===== config.mk =====
export PLATFORM = sky130hd
export DESIGN_NAME = display_source_select
export DESIGN_NICKNAME = d
export VERILOG_FILES = /design/src/rtl/display_source_select.sv
export SDC_FILE = /design/constraint.sdc
export NUM_CORES = 1
export LEC_CHECK = 0
export CAP_MARGIN = 40
export CORE_MARGIN = 2
export CORE_UTILIZATION = 51
export DETAILED_ROUTE_END_ITERATION = 12
export GPL_ROUTABILITY_DRIVEN = 0
export PLACE_DENSITY = 0.94
export SETUP_SLACK_MARGIN = 0.2
export SYNTH_ARGS = -nofsm -noshare
export SYNTH_HDL_FRONTEND = slang
export SYNTH_SLANG_ARGS = --single-unit

===== constraint.sdc =====
create_clock -name clk -period 2.6 [get_ports clk]
set_input_delay 0.26 -clock clk [delete_from_list [all_inputs] [get_ports clk]]
set_output_delay 0.26 -clock clk [all_outputs]
set_load 0.1 [all_outputs]

===== src/rtl/display_source_select.sv =====
// Display source selector feeding the 4-digit hex display stage.
// Owns the CPU output port, debounces the mode button, registers the shown value.
module display_source_select #(
    parameter int          DATA_W          = 14,
    parameter logic [3:0]  PORT_ADDR       = 4'hF,
    parameter int          DEBOUNCE_CYCLES = 50000,
    parameter int          CNT_W           = 16
) (
    input  logic              clk,
    input  logic              rst_n,
    input  logic              io_wr_en,
    input  logic [3:0]        io_addr,
    input  logic [DATA_W-1:0] io_wdata,
    input  logic [DATA_W-1:0] pc,
    input  logic [DATA_W-1:0] acc,
    input  logic              btn_mode_n,
    input  logic              freeze,
    output logic [DATA_W-1:0] disp_value,
    output logic [1:0]        disp_mode,
    output logic              wr_ack
);

    localparam logic [CNT_W-1:0] CNT_MAX = CNT_W'(DEBOUNCE_CYCLES - 1);

    typedef enum logic [1:0] {
        MODE_PORT = 2'd0,
        MODE_PC   = 2'd1,
        MODE_ACC  = 2'd2,
        MODE_BAD  = 2'd3
    } mode_t;

    mode_t             state;
    mode_t             state_next;
    logic              sync_a;
    logic              btn_s;
    logic              btn_lvl;
    logic [CNT_W-1:0]  deb_cnt;
    logic              accept;
    logic              press;
    logic [DATA_W-1:0] port_reg;
    logic              port_hit;
    logic [DATA_W-1:0] src;

    // Two-flop synchronizer for the asynchronous pushbutton (idle high)
    always_ff @(posedge clk or negedge rst_n) begin
        if (!rst_n) begin
            sync_a <= 1'b1;
            btn_s  <= 1'b1;
        end else begin
            sync_a <= btn_mode_n;
            btn_s  <= sync_a;
        end
    end

    // A new level is accepted only after it stays stable long enough
    assign accept = (btn_s != btn_lvl) && (deb_cnt == CNT_MAX);

    // Accepted falling edge of the debounced level is a press
    assign press = accept && !btn_s;

    // Debounce counter restarts whenever the input agrees with the level
    always_ff @(posedge clk or negedge rst_n) begin
        if (!rst_n) begin
            btn_lvl <= 1'b1;
            deb_cnt <= '0;
        end else if (btn_s == btn_lvl) begin
            deb_cnt <= '0;
        end else if (accept) begin
            btn_lvl <= btn_s;
            deb_cnt <= '0;
        end else begin
            deb_cnt <= deb_cnt + 1'b1;
        end
    end

    // Mode state register
    always_ff @(posedge clk or negedge rst_n) begin
        if (!rst_n) begin
            state <= MODE_PORT;
        end else begin
            state <= state_next;
        end
    end

    // Mode sequencing: PORT -> PC -> ACC -> PORT; illegal code recovers
    always_comb begin
        state_next = state;
        unique case (state)
            MODE_PORT: if (press) state_next = MODE_PC;
            MODE_PC:   if (press) state_next = MODE_ACC;
            MODE_ACC:  if (press) state_next = MODE_PORT;
            MODE_BAD:  state_next = MODE_PORT;
        endcase
    end

    assign disp_mode = state;

    assign port_hit = io_wr_en && (io_addr == PORT_ADDR);

    // Output port capture with a one-cycle acknowledge per accepted write
    always_ff @(posedge clk or negedge rst_n) begin
        if (!rst_n) begin
            port_reg <= '0;
            wr_ack   <= 1'b0;
        end else begin
            wr_ack <= port_hit;
            if (port_hit) begin
                port_reg <= io_wdata;
            end
        end
    end

    // Source selected by the current mode
    always_comb begin
        src = port_reg;
        unique case (state)
            MODE_PORT: src = port_reg;
            MODE_PC:   src = pc;
            MODE_ACC:  src = acc;
            MODE_BAD:  src = port_reg;
        endcase
    end

    // Display register, held while frozen
    always_ff @(posedge clk or negedge rst_n) begin
        if (!rst_n) begin
            disp_value <= '0;
        end else if (!freeze) begin
            disp_value <= src;
        end
    end

endmodule


Word level (Yosys, flattened, before mapping)
Cells that the tools add are included.

Bits in registers: 50. Input port bits: 51. Output and inout bits: 17.

Add/sub/neg operators: 1. Equal/unequal tests: 10. Muxes and demuxes: 7. Bitwise operators: 1. Reductions and logical operators: 8.

Operators by type and width (count): 14-bit case mux with 3 select lines (1); 16-bit 2-to-1 mux (2); 16-bit by 1-bit adder with 16-bit output, second input constant (1); 16-bit == test, second input constant (1); 2-bit case mux with 4 select lines (1); 2-bit 2-to-1 mux (3); 2-bit != test, second input constant (3); 2-bit == test, second input constant (2); 4-bit == test, second input constant (1); 1-bit logical AND (3); 3-bit AND reduction (1); 2-bit by 1-bit == test with 1-bit output, second input constant (1); 2-bit logical NOT (1); 2-bit AND reduction (1); 2-bit OR reduction (1); 1-bit == test (1); 1-bit logical NOT (1); 1-bit != test (1); 1-bit inverter (1).

Depth between registers and ports, before layout
Gate-level depths: netlist of the first run.

Word-level depth: 5. Gate-level depth with buffers: 7.

Worst setup path before layout of the first run
No wires, ideal clock.

Kind: register -> register. Start: reg state[0], in the netlist disp_mode[0]. End: reg state[1], in the netlist disp_mode[1]. Library setup time: 126 ps. Arrival: 2210 ps. Data required time: 2474 ps. Slack: 264 ps. Stages on the path, launching flop included: 6. Buffers on the path: 0. Cell sequence: dfrtp_1 inv_1 ha_1 or3_1 o21ai_0 mux2_2.

Word-level cells in the longest chain between the ends: 3. Elaborated cells on any way between the ends: 9.

Ends and longest elaborated chain: from (decl) (RTL line 32) `mode_t state;`; from (signal assigned) (RTL line 81) `state <= state_next;`; 2-bit by 1-bit == test with 1-bit output (tied with other cells) (RTL line 88) `unique case (state)`; 2-bit != test (no source line); 3-bit AND reduction (no source line).

Parallel ways exist; a longest one is shown, timed or not. A chain may end at the register's enable or synchronous reset.

Worst setup path after layout of the first run
Ends and elaborated chain as after synthesis.

==> metrics.cfg, run 1 <==
[power_and_ir_drop]
ir_drop_uv = 365
p_sw_uw = 816
p_per_area_nw_per_um2 = 662
internal_power_uw = 1300
switching_share_pct = 38.6
clkPwrFrac_pct = 22.6
p_comb_share_pct = 32.9
p_seq_share_pct = 44.6
p_leak_uw = 0.00139

[floorplanning]
core_sq_um = 4440
dieArea_sq_um = 5270
ios = 68
row_count = 24
die_w_microns = 72.6
die_h_microns = 72.6
start_util_pct = 54.0

[logic_synthesis]
synthTopCellsByArea = dfrtp_1, mux2_2, a21oi_1
syn-num-nets = 294
yosys.area.top_type = dfrtp_1
synth_edf_count = 0
ys_seq_elements = 50
syn-instance-count = 238
synth.most_common_cell = dfrtp_1
synth-main-ff-cell = dfrtp_1
yosysTopAreaCellShare_pct = 49.0
synth_warnings = 0
synth_cell_type_count = 27
synth_common_cells = dfrtp_1, nand2_1, a21oi_1
synthArstFlopShare_pct = 100
syn_area_sq_um = 2400
syn_area_per_cell_sq_um = 10.1
ys_seq_area_share_pct = 52.3

[critical_path]
path_class = flip-flop to flip-flop
cp_top_family = simple AND/OR/NAND/NOR gates
crit_arrival_ps = 2100
cp-start-kind = flip-flop
rr_worst_depth = 5
cp_slowest_stage_delay_ps = 450
required_ps = 2800
critPathCaptureType = flip-flop
cp.depth = 5
crit_path_end = disp_mode[1]$_DFFE_PN0P_
slowest_stage = or3_1
crit_fanout = 15
crit_start = disp_mode[0]$_DFFE_PN0P_
r2r-start = disp_mode[0]$_DFFE_PN0P_
path_buf_inv = 1
worstPathCellList = inv_1 -> ha_1 -> or3_1 -> o21ai_0 -> mux2_2
rrSetupSlack_ps = 700
r2r-end = disp_mode[1]$_DFFE_PN0P_

[placement]
numPortBuffers = 67
place_ws_ps = 629
dpl.hpwl_microns = 4280

[drt]
wire_per_inst_microns = 15.4
ant_nets = 0
drtPass1Iterations = 4
viasPerCell = 5.38
drc = 0
drt_iter0_markers = 134
wl_microns = 5530
via_count = 1935

[timing]
rsz0062_at_grt = no
whs_ps = 342
final_max_slew_viol_count = 0
fin_crit_sh_pct = 73.2
max_freq_ghz = 0.526
worstMarginPinSlew_ps = 749
relSlewSlack_pct = 49.9
tns_ps = 0
fin_crit_ps = 1900
setup_viol = 0
finalHoldViolCount = 0
finalClockSkew_ps = 7.14
fin_ws_ps = 698

[global_routing]
grt_overflow_total = 0
grt_first_pass_wirelength_microns = 9160
grt_antenna_before_repair = 0
grt_pass1_vias = 1943
grt_usage_pct = 22.7
grt_max_degree = 41

[clock_tree]
cts_root_buf = clkbuf_8
cts_resized = 0
clockBufferDepth = 2
cts.reportedPaths.clkPinSlew_ps = 100
numClockSinks = 50
cts_tree = built
cts_max_level = 2
cts_buffers = 5
clock_latency_ps = 310

[cells_and_area]
post-route-util_pct = 71.9
layout.nets = 363
n_antenna_cell = 0
largest_reg_flops = 16
drive_above_1_share_pct = 18.5
area_growth_syn_to_layout_pct = 33.2

[run_status]
status = finished, final reports clean

[flow_run]
cap_viol_max_count = 0

[hold_path]
hp-class = input port to async pin

==> area by class of cell <==
| type | instances | area, sq um |
|---|---|---|
| multi-input combinational | 173 | 1080 |
| inverter | 5 | 18.8 |
| clock inverter | 3 | 28.8 |
| sequential | 50 | 1250 |
| fill | 303 | 1250 |
| timing repair buffer | 72 | 676 |
| tap | 52 | 65.1 |
| clock buffer | 5 | 68.8 |
==> layer usage <==
| metal | vias up | global-route usage [%] | wire (microns) |
|---|---|---|---|
| met5 | - | 0 | 0 |
| met4 | 0 | 12.1 | 224 |
| met3 | 19 | 4.42 | 217 |
| met2 | 57 | 34.5 | 2640 |
| met1 | 910 | 30.8 | 2450 |
| li1 | 949 | - | - |
==> layout by cell type, fill, tap and decap left out <==
| master | count |
|---|---|
| clkdlybuf4s50_1 | 49 |
| dfrtp_1 | 47 |
| nand2_1 | 31 |
| a21oi_1 | 28 |
| buf_4 | 20 |
| nor2_1 | 16 |
| o21ai_0 | 16 |
| mux2_2 | 16 |
| nand2b_1 | 15 |
| xnor2_1 | 12 |
| nand3_1 | 6 |
| inv_1 | 5 |
| ha_1 | 5 |
| clkbuf_8 | 5 |
| nor3_1 | 4 |
| nand4_1 | 4 |
| nor4_1 | 4 |
| xor2_1 | 3 |
| nand4_2 | 3 |
| dfstp_2 | 3 |
| and4bb_2 | 2 |
| nor2_2 | 2 |
| and3_1 | 2 |
| and4_1 | 1 |
| nand2_2 | 1 |
| or3_1 | 1 |
| o311a_1 | 1 |
| clkinv_4 | 1 |
| inv_8 | 1 |
| inv_6 | 1 |
| dlygate4sd3_1 | 1 |
| buf_2 | 1 |
| buf_12 | 1 |
==> kinds of logic after synthesis <==
group / Yosys count / share of synthesized area (%)
compound gates: 45 / 9.59
fa+ha+maj: 5 / 2.61
flops: 50 / 52.3
buf+inv: 15 / 2.55
simple gates: 92 / 20.0
xor+xnor: 15 / 5.47
mux: 16 / 7.51
==> power by group through the flow <==
stage                     Combinational (uW)  Sequential [uW]  Clock, uW
after global placement                   674              949          0
final                                    695              943        477
after detailed placement                 695              956          0
after global routing                     739              953        522
after CTS                                698              942        489
after floorplan                          151             1270          0
==> what timing repair did <==
item,4_1_cts,5_1_grt
buffers inserted,0,0
hold buffers,1,0
endpoints found under the hold margin,8,0
==> per-stage QoR <==
stage / instances / instance area [sq um] / power [uW]
after detailed placement: 351 / 3090 / 1650
after global placement: 350 / 3070 / 1620
after floorplan: 238 / 2400 / 1420
after global routing: 360 / 3200 / 2210
after CTS: 360 / 3200 / 2130
final: 360 / 3200 / 2110
==> worst register-to-register path, cell delays in order (launching register included) <==
cell     delay [ps]
dfrtp_1         410
inv_1            90
ha_1            370
or3_1           450
o21ai_0         110
mux2_2          370
==> worst min-delay path by stage <==
stage | end | startpoint | slack [ps]
after floorplan | deb_cnt[0]$_DFF_PN0_ | rst_n | -40
after global placement | btn_s$_DFF_PN1_ | sync_a$_DFF_PN1_ | 350
after detailed placement | deb_cnt[6]$_DFF_PN0_ | rst_n | 130
after CTS | deb_cnt[6]$_DFF_PN0_ | rst_n | 330
after global routing | sync_a$_DFF_PN1_ | btn_mode_n | 340
final | deb_cnt[6]$_DFF_PN0_ | rst_n | 340
Power figures use the tool's default switching activity.
==> inputs of run 2 (changes only) <==
--- a/config.mk
+++ b/config.mk
@@ -7,10 +7,10 @@
 export LEC_CHECK = 0
 export CAP_MARGIN = 40
 export CORE_MARGIN = 2
-export CORE_UTILIZATION = 51
+export CORE_UTILIZATION = 47
 export DETAILED_ROUTE_END_ITERATION = 12
 export GPL_ROUTABILITY_DRIVEN = 0
-export PLACE_DENSITY = 0.94
+export PLACE_DENSITY = 0.88
 export SETUP_SLACK_MARGIN = 0.2
 export SYNTH_ARGS = -nofsm -noshare
 export SYNTH_HDL_FRONTEND = slang
==> constraint.sdc (replaced) <==
create_clock -name clk -period 1.8 [get_ports clk]
set_input_delay 0.18 -clock clk [delete_from_list [all_inputs] [get_ports clk]]
set_output_delay 0.18 -clock clk [all_outputs]
set_load 0.1 [all_outputs]
==> run 2 against run 1 <==
Against the previous run: sequential power grew 44%; sequential cell count unchanged; fmax increased by 20%; via count up 2.4%.
==> metrics.cfg, run 2 (same netlist as run 1, synthesis figures left out) <==
[clock_tree]
cts_max_level = 2  ; unchanged
cts_buffers = 5  ; unchanged
cts.reportedPaths.clkPinSlew_ps = 80  ; -20 ps
cts_root_buf = clkbuf_8
clockBufferDepth = 2  ; unchanged
clock_latency_ps = 300  ; about the same
cts_tree = built
numClockSinks = 50  ; unchanged

[drt]
met2WireLength_microns = 2720  ; +3.1%
dr_wl_met3_microns = 208  ; -4.1%
routed.top_layer = met4
drt_iter0_markers = 107  ; -20%
viasPerCell = 5.19  ; -3.5%
drc = 0  ; unchanged
via_count = 1981  ; +2.4%
ant_nets = 0  ; unchanged
wl_microns = 5510  ; -0.31%
drtPass1Iterations = 4  ; unchanged
met1Wirelength_microns = 2450  ; -0.12%
wire_per_inst_microns = 14.4  ; -6.0%

[cells_and_area]
seqCellArea_sq_um = 1260  ; +0.60%
drive_above_1_share_pct = 25.3  ; +6.8 points
multiInputGateArea_sq_um = 1190  ; +10%
layout.nets = 367  ; +1.1%
fin_cells = 382  ; +6.1%
n_antenna_cell = 0  ; unchanged
n_fill_cell = 408  ; +35%
area_growth_syn_to_layout_pct = 41.1
final_cell_mix = clkdlybuf4s50_1, dfrtp_1, nand2_1, a21oi_1, buf_4
post-route-util_pct = 67.6  ; -4.3 points
layout_commonest_cell = clkdlybuf4s50_1
largest_reg_flops = 16  ; unchanged

[power_and_ir_drop]
ir_drop_uv = 486  ; +33%
p_sw_uw = 1120  ; +38%
p_comb_share_pct = 34.1  ; +1.2 points
internal_power_uw = 1880  ; +44%
clkPwrFrac_pct = 20.6  ; -2.0 points
p_seq_share_pct = 45.2  ; +0.6 points
p_per_area_nw_per_um2 = 887  ; +34%
p_leak_uw = 0.00141  ; +2.0%
switching_share_pct = 37.5  ; -1.1 points

[floorplanning]
die_h_microns = 75.5  ; +3.9%
core_sq_um = 5010  ; +13%
dieArea_sq_um = 5690  ; +8.0%
ios = 68  ; unchanged
die_w_microns = 75.5  ; +3.9%
row_count = 26  ; +8.3%
start_util_pct = 47.9  ; -6.1 points

[timing]
worstMarginPinSlew_ps = 549  ; -201 ps
max_freq_ghz = 0.630  ; +20%
rsz0062_at_grt = yes
fin_crit_ps = 1590  ; -314 ps
fin_crit_sh_pct = 88.2  ; +15 points
relSlewSlack_pct = 63.4  ; +14 points
tns_ps = 0  ; unchanged
setup_viol = 0  ; unchanged
finalHoldViolCount = 0  ; unchanged
final_max_slew_viol_count = 0  ; unchanged
finalClockSkew_ps = 4.72  ; -2.42 ps

[critical_path]
required_ps = 1980  ; -820 ps
crit_arrival_ps = 1770  ; -330 ps
cp_top_family = flip-flops
worstPathCellList = ha_4 -> or3_4 -> o21ai_2 -> mux2_2
crit_fanout = 3  ; -12
cp_slowest_stage_delay_ps = 520  ; +70 ps
path_buf_inv = 0  ; -1
path_class = flip-flop to flip-flop
slowest_stage = dfrtp_4
cp-start-kind = flip-flop
critPathCaptureType = flip-flop

[global_routing]
grt_usage_pct = 19.9  ; -2.8 points
grt_antenna_before_repair = 0  ; unchanged
grt_first_pass_wirelength_microns = 8540  ; -6.8%
grt_pass1_vias = 1826  ; -6.0%
grt_max_degree = 29  ; -29%
grt_overflow_total = 0  ; unchanged

[placement]
numPortBuffers = 67  ; unchanged
dp_cells = 369  ; +5.1%
dpl.hpwl_microns = 4200  ; -1.9%

[flow_run]
cap_viol_max_count = 0  ; unchanged

[hold_path]
hp-class = input port to flip-flop

[run_status]
status = finished, final reports clean

run 2: cell count changes in the layout (fill, tap and decap cells not counted), moves of 3 or more:
cell      delta
a21oi_1      -7
ha_4         +4
ha_1         -4
a21oi_2      +7
o21ai_0      -3
clkbuf_1     +3
run 2: what timing repair did:
action | CTS | global route
resized for setup | 4 | 18
buffers inserted | 3 | 1
pin swaps | 1 | 1
hold buffers | 1 | 0
endpoints found under the setup margin | 23 | 31
endpoints found under the hold margin | 19 | 0
cloned | 0 | 0
run 2: metal layers:
metal | global-route usage (%) | up-vias
met4 | 7.02 | 0
met2 | 30.6 | 59
li1 | - | 955
met1 | 28.5 | 954
met5 | 0 | -
met3 | 3.31 | 13
run 2: power groups by stage:
stage / sequential [uW] / combinational (uW) / clock [uW]
after floorplan: 1830 / 218 / 0
after global placement: 1370 / 988 / 0
after detailed placement: 1380 / 1010 / 0
after CTS: 1350 / 1010 / 635
after global routing: 1380 / 1080 / 688
final: 1360 / 1020 / 620
run 2: path summary, 6_finish.rpt:
check / depth (start not counted) / to / from / slack, ps
max reg2reg: 4 / disp_mode[1]$_DFFE_PN0P_ / disp_mode[0]$_DFFE_PN0P_ / 210
min: 1 / sync_a$_DFF_PN1_ / btn_mode_n / 280
max in group asynchronous: 3 / deb_cnt[9]$_DFF_PN0_ / rst_n / 870
max: 4 / disp_mode[1]$_DFFE_PN0P_ / disp_mode[0]$_DFFE_PN0P_ / 210
min reg2reg: 0 / btn_s$_DFF_PN1_ / sync_a$_DFF_PN1_ / 360
min in group asynchronous: 2 / deb_cnt[0]$_DFF_PN0_ / rst_n / 400
run 2: worst register-to-register path: stages (launching register included):
cell,delay [ps]
dfrtp_4,520
ha_4,170
or3_4,390
o21ai_2,70
mux2_2,340
run 2: metrics by stage:
stage          instance area [sq um]  total power, uW  setup WS, ps  hold slack (ps)
3_5_place_dp                    3170             2380           119              198
2_1_floorplan                   2440             2050          32.8             -116
3_3_place_gp                    3170             2360           161              189
5_1_grt                         3390             3150           166              297
6_report                        3390             3000           212              285
4_1_cts                         3300             3000           197              277
run 2: layout make-up:
class / count / area share [%]
repair buffers: 76 / 21.8
flip-flops and latches: 50 / 37.3
well taps: 70 / 2.59
inverters: 5 / 0.702
multi-input cells: 173 / 35.3
clock buffers: 8 / 2.37
==> inputs of run 3 (changes only) <==
--- a/config.mk
+++ b/config.mk
@@ -10,6 +10,7 @@
 export CORE_UTILIZATION = 47
 export DETAILED_ROUTE_END_ITERATION = 12
 export GPL_ROUTABILITY_DRIVEN = 0
+export MAX_ROUTING_LAYER = met4
 export PLACE_DENSITY = 0.88
 export SETUP_SLACK_MARGIN = 0.2
 export SYNTH_ARGS = -nofsm -noshare
==> run 3 against run 2 <==
Against the previous run: cell count unchanged; combinational power hardly changed; fmax increased by 0.33%; power increased by 0.18%; non-clock buffer count did not move; critical path type unchanged.
==> metrics.cfg, run 3 (same netlist as run 1, synthesis figures left out) <==
[cells_and_area]
layout_commonest_cell = clkdlybuf4s50_1
seqCellArea_sq_um = 1260  ; unchanged
layout.nets = 367  ; unchanged
multiInputGateArea_sq_um = 1190  ; unchanged
area_growth_syn_to_layout_pct = 41.1  ; unchanged
n_antenna_cell = 0  ; unchanged
final_cell_mix = clkdlybuf4s50_1, dfrtp_1, nand2_1, a21oi_1, buf_4
drive_above_1_share_pct = 25.3  ; unchanged
largest_reg_flops = 16  ; unchanged
n_fill_cell = 408  ; unchanged
finalInstanceArea_sq_um = 3390  ; unchanged

[critical_path]
r2r-start = disp_mode[1]$_DFFE_PN0P_
rr_worst_depth = 4  ; unchanged
crit_arrival_ps = 1770  ; about the same
crit_start = disp_mode[1]$_DFFE_PN0P_
required_ps = 1990  ; about the same
crit_fanout = 4  ; +1
rrSetupSlack_ps = 220  ; about the same
r2r-end = disp_mode[1]$_DFFE_PN0P_
path_class = flip-flop to flip-flop
cp-start-kind = flip-flop
critPathCaptureType = flip-flop

[global_routing]
grt_use_met2_pct = 30.5  ; -0.097 points
grt_antenna_before_repair = 0  ; unchanged
grt_overflow_total = 0  ; unchanged
grt_max_degree = 29  ; unchanged
top_usage_layer = met2
use_met3_pct = 4.50  ; +1.2 points
grt_first_pass_wirelength_microns = 8560  ; +0.25%
grt_usage_pct = 20.6  ; +0.73 points
grt_pass1_vias = 1814  ; -0.66%
gr-usage-met1_pct = 28.7  ; +0.17 points

[flow_run]
cap_viol_max_count = 0  ; unchanged

[timing]
rsz0062_at_grt = yes
fin_ws_ps = 217  ; +5.23 ps
worstMarginPinSlew_ps = 551  ; +2.82 ps
relSlewSlack_pct = 63.2  ; -0.19 points
final_max_slew_viol_count = 0  ; unchanged
max_freq_ghz = 0.632  ; +0.33%
tns_ps = 0  ; unchanged
fin_crit_ps = 1580  ; -5.23 ps
fin_crit_sh_pct = 87.9  ; -0.29 points
finalHoldViolCount = 0  ; unchanged
setup_viol = 0  ; unchanged
finalClockSkew_ps = 5.78  ; +1.07 ps

[clock_tree]
cts_max_level = 2  ; unchanged
cts_root_buf = clkbuf_8
cts_tree = built
cts_buffers = 5  ; unchanged
clock_latency_ps = 300  ; about the same
clockBufferDepth = 2  ; unchanged
numClockSinks = 50  ; unchanged
cts.reportedPaths.clkPinSlew_ps = 80  ; about the same

[drt]
wire_per_inst_microns = 14.6  ; +0.85%
drc = 0  ; unchanged
viasPerCell = 5.14  ; -0.81%
via_count = 1965  ; -0.81%
wl_microns = 5560  ; +0.85%
ant_nets = 0  ; unchanged
drt_iter0_markers = 104  ; -2.8%
drtPass1Iterations = 4  ; unchanged

[floorplanning]
die_w_microns = 75.5  ; unchanged
start_util_pct = 47.9  ; unchanged
core_sq_um = 5010  ; unchanged
die_h_microns = 75.5  ; unchanged
row_count = 26  ; unchanged
ios = 68  ; unchanged
dieArea_sq_um = 5690  ; unchanged

[placement]
numPortBuffers = 67  ; unchanged
dpl.hpwl_microns = 4200  ; unchanged
dpl_cell_area_sq_um = 3170  ; unchanged
place_ws_ps = 119  ; unchanged

[hold_path]
hold_depth = 1  ; unchanged
min_from = btn_mode_n
min_to = sync_a$_DFF_PN1_
hp-class = input port to flip-flop

[run_status]
status = finished, final reports clean

[power_and_ir_drop]
p_leak_uw = 0.00141  ; unchanged
p_seq_share_pct = 45.2  ; about the same
p_per_area_nw_per_um2 = 888  ; +0.18%
switching_share_pct = 37.6  ; +0.11 points
internal_power_uw = 1880  ; about the same
clkPwrFrac_pct = 20.8  ; +0.2 points
p_comb_share_pct = 34.1  ; about the same
p_sw_uw = 1130  ; +0.48%
ir_drop_uv = 486  ; about the same

run 3: cell counts in the layout (fill, tap and decap cells not counted):
No cell type changed its count.
run 3: stage by stage:
| step | total power (uW) | std cells | hold slack, ps | util (%) |
|---|---|---|---|---|
| 2_1_floorplan | 2050 | 238 | -116 | - |
| 3_3_place_gp | 2360 | 369 | 189 | 63.3 |
| 3_5_place_dp | 2380 | 369 | 198 | 63.3 |
| 4_1_cts | 3000 | 381 | 277 | 65.8 |
| 5_1_grt | 3160 | 382 | 292 | 67.6 |
| 6_report | 3010 | 382 | 285 | 67.6 |
run 3: cell type report:
cell class                      count  share of cell area, %
Clock buffer                        8                   2.37
Inverter                            5                  0.702
Multi-Input combinational cell    173                   35.3
Sequential cell                    50                   37.3
Tap cell                           70                   2.59
Timing Repair Buffer               76                   21.8
run 3: what timing repair did:
item / in CTS / in global routing
resized for setup: 4 / 18
buffers inserted: 3 / 1
endpoints found under the setup margin: 23 / 31
endpoints found under the hold margin: 19 / 0
hold buffers: 1 / 0
pin swaps: 1 / 1
run 3: how the worst max path moves through the flow:
stage                     slack [ps]  cells past startpoint                  endpoint
final                            220                      4  disp_mode[1]$_DFFE_PN0P_
after global routing             170                      5  disp_mode[1]$_DFFE_PN0P_
after CTS                        200                      4  disp_mode[1]$_DFFE_PN0P_
after detailed placement         120                      4  disp_mode[1]$_DFFE_PN0P_
after global placement           160                      4  disp_mode[1]$_DFFE_PN0P_
after floorplan                   30                      5  disp_mode[1]$_DFFE_PN0P_
run 3: power groups by stage:
stage               combinational (uW)  sequential (uW)  clock [uW]
floorplan                          218             1830           0
global placement                   988             1370           0
detailed placement                1010             1380           0
CTS                               1010             1350         635
global route                      1080             1380         693
finish                            1030             1360         624
run 3: worst max-delay path: stages, from the launching register on:
cell	delay, ps
dfrtp_4	520
ha_4	180
or3_4	370
o21ai_2	70
mux2_2	330
run 3: layer usage:
metal / wire length (microns) / up-vias
met4: 78 / 0
met5: 0 / -
li1: - / 958
met2: 2760 / 53
met1: 2510 / 948
met3: 209 / 6
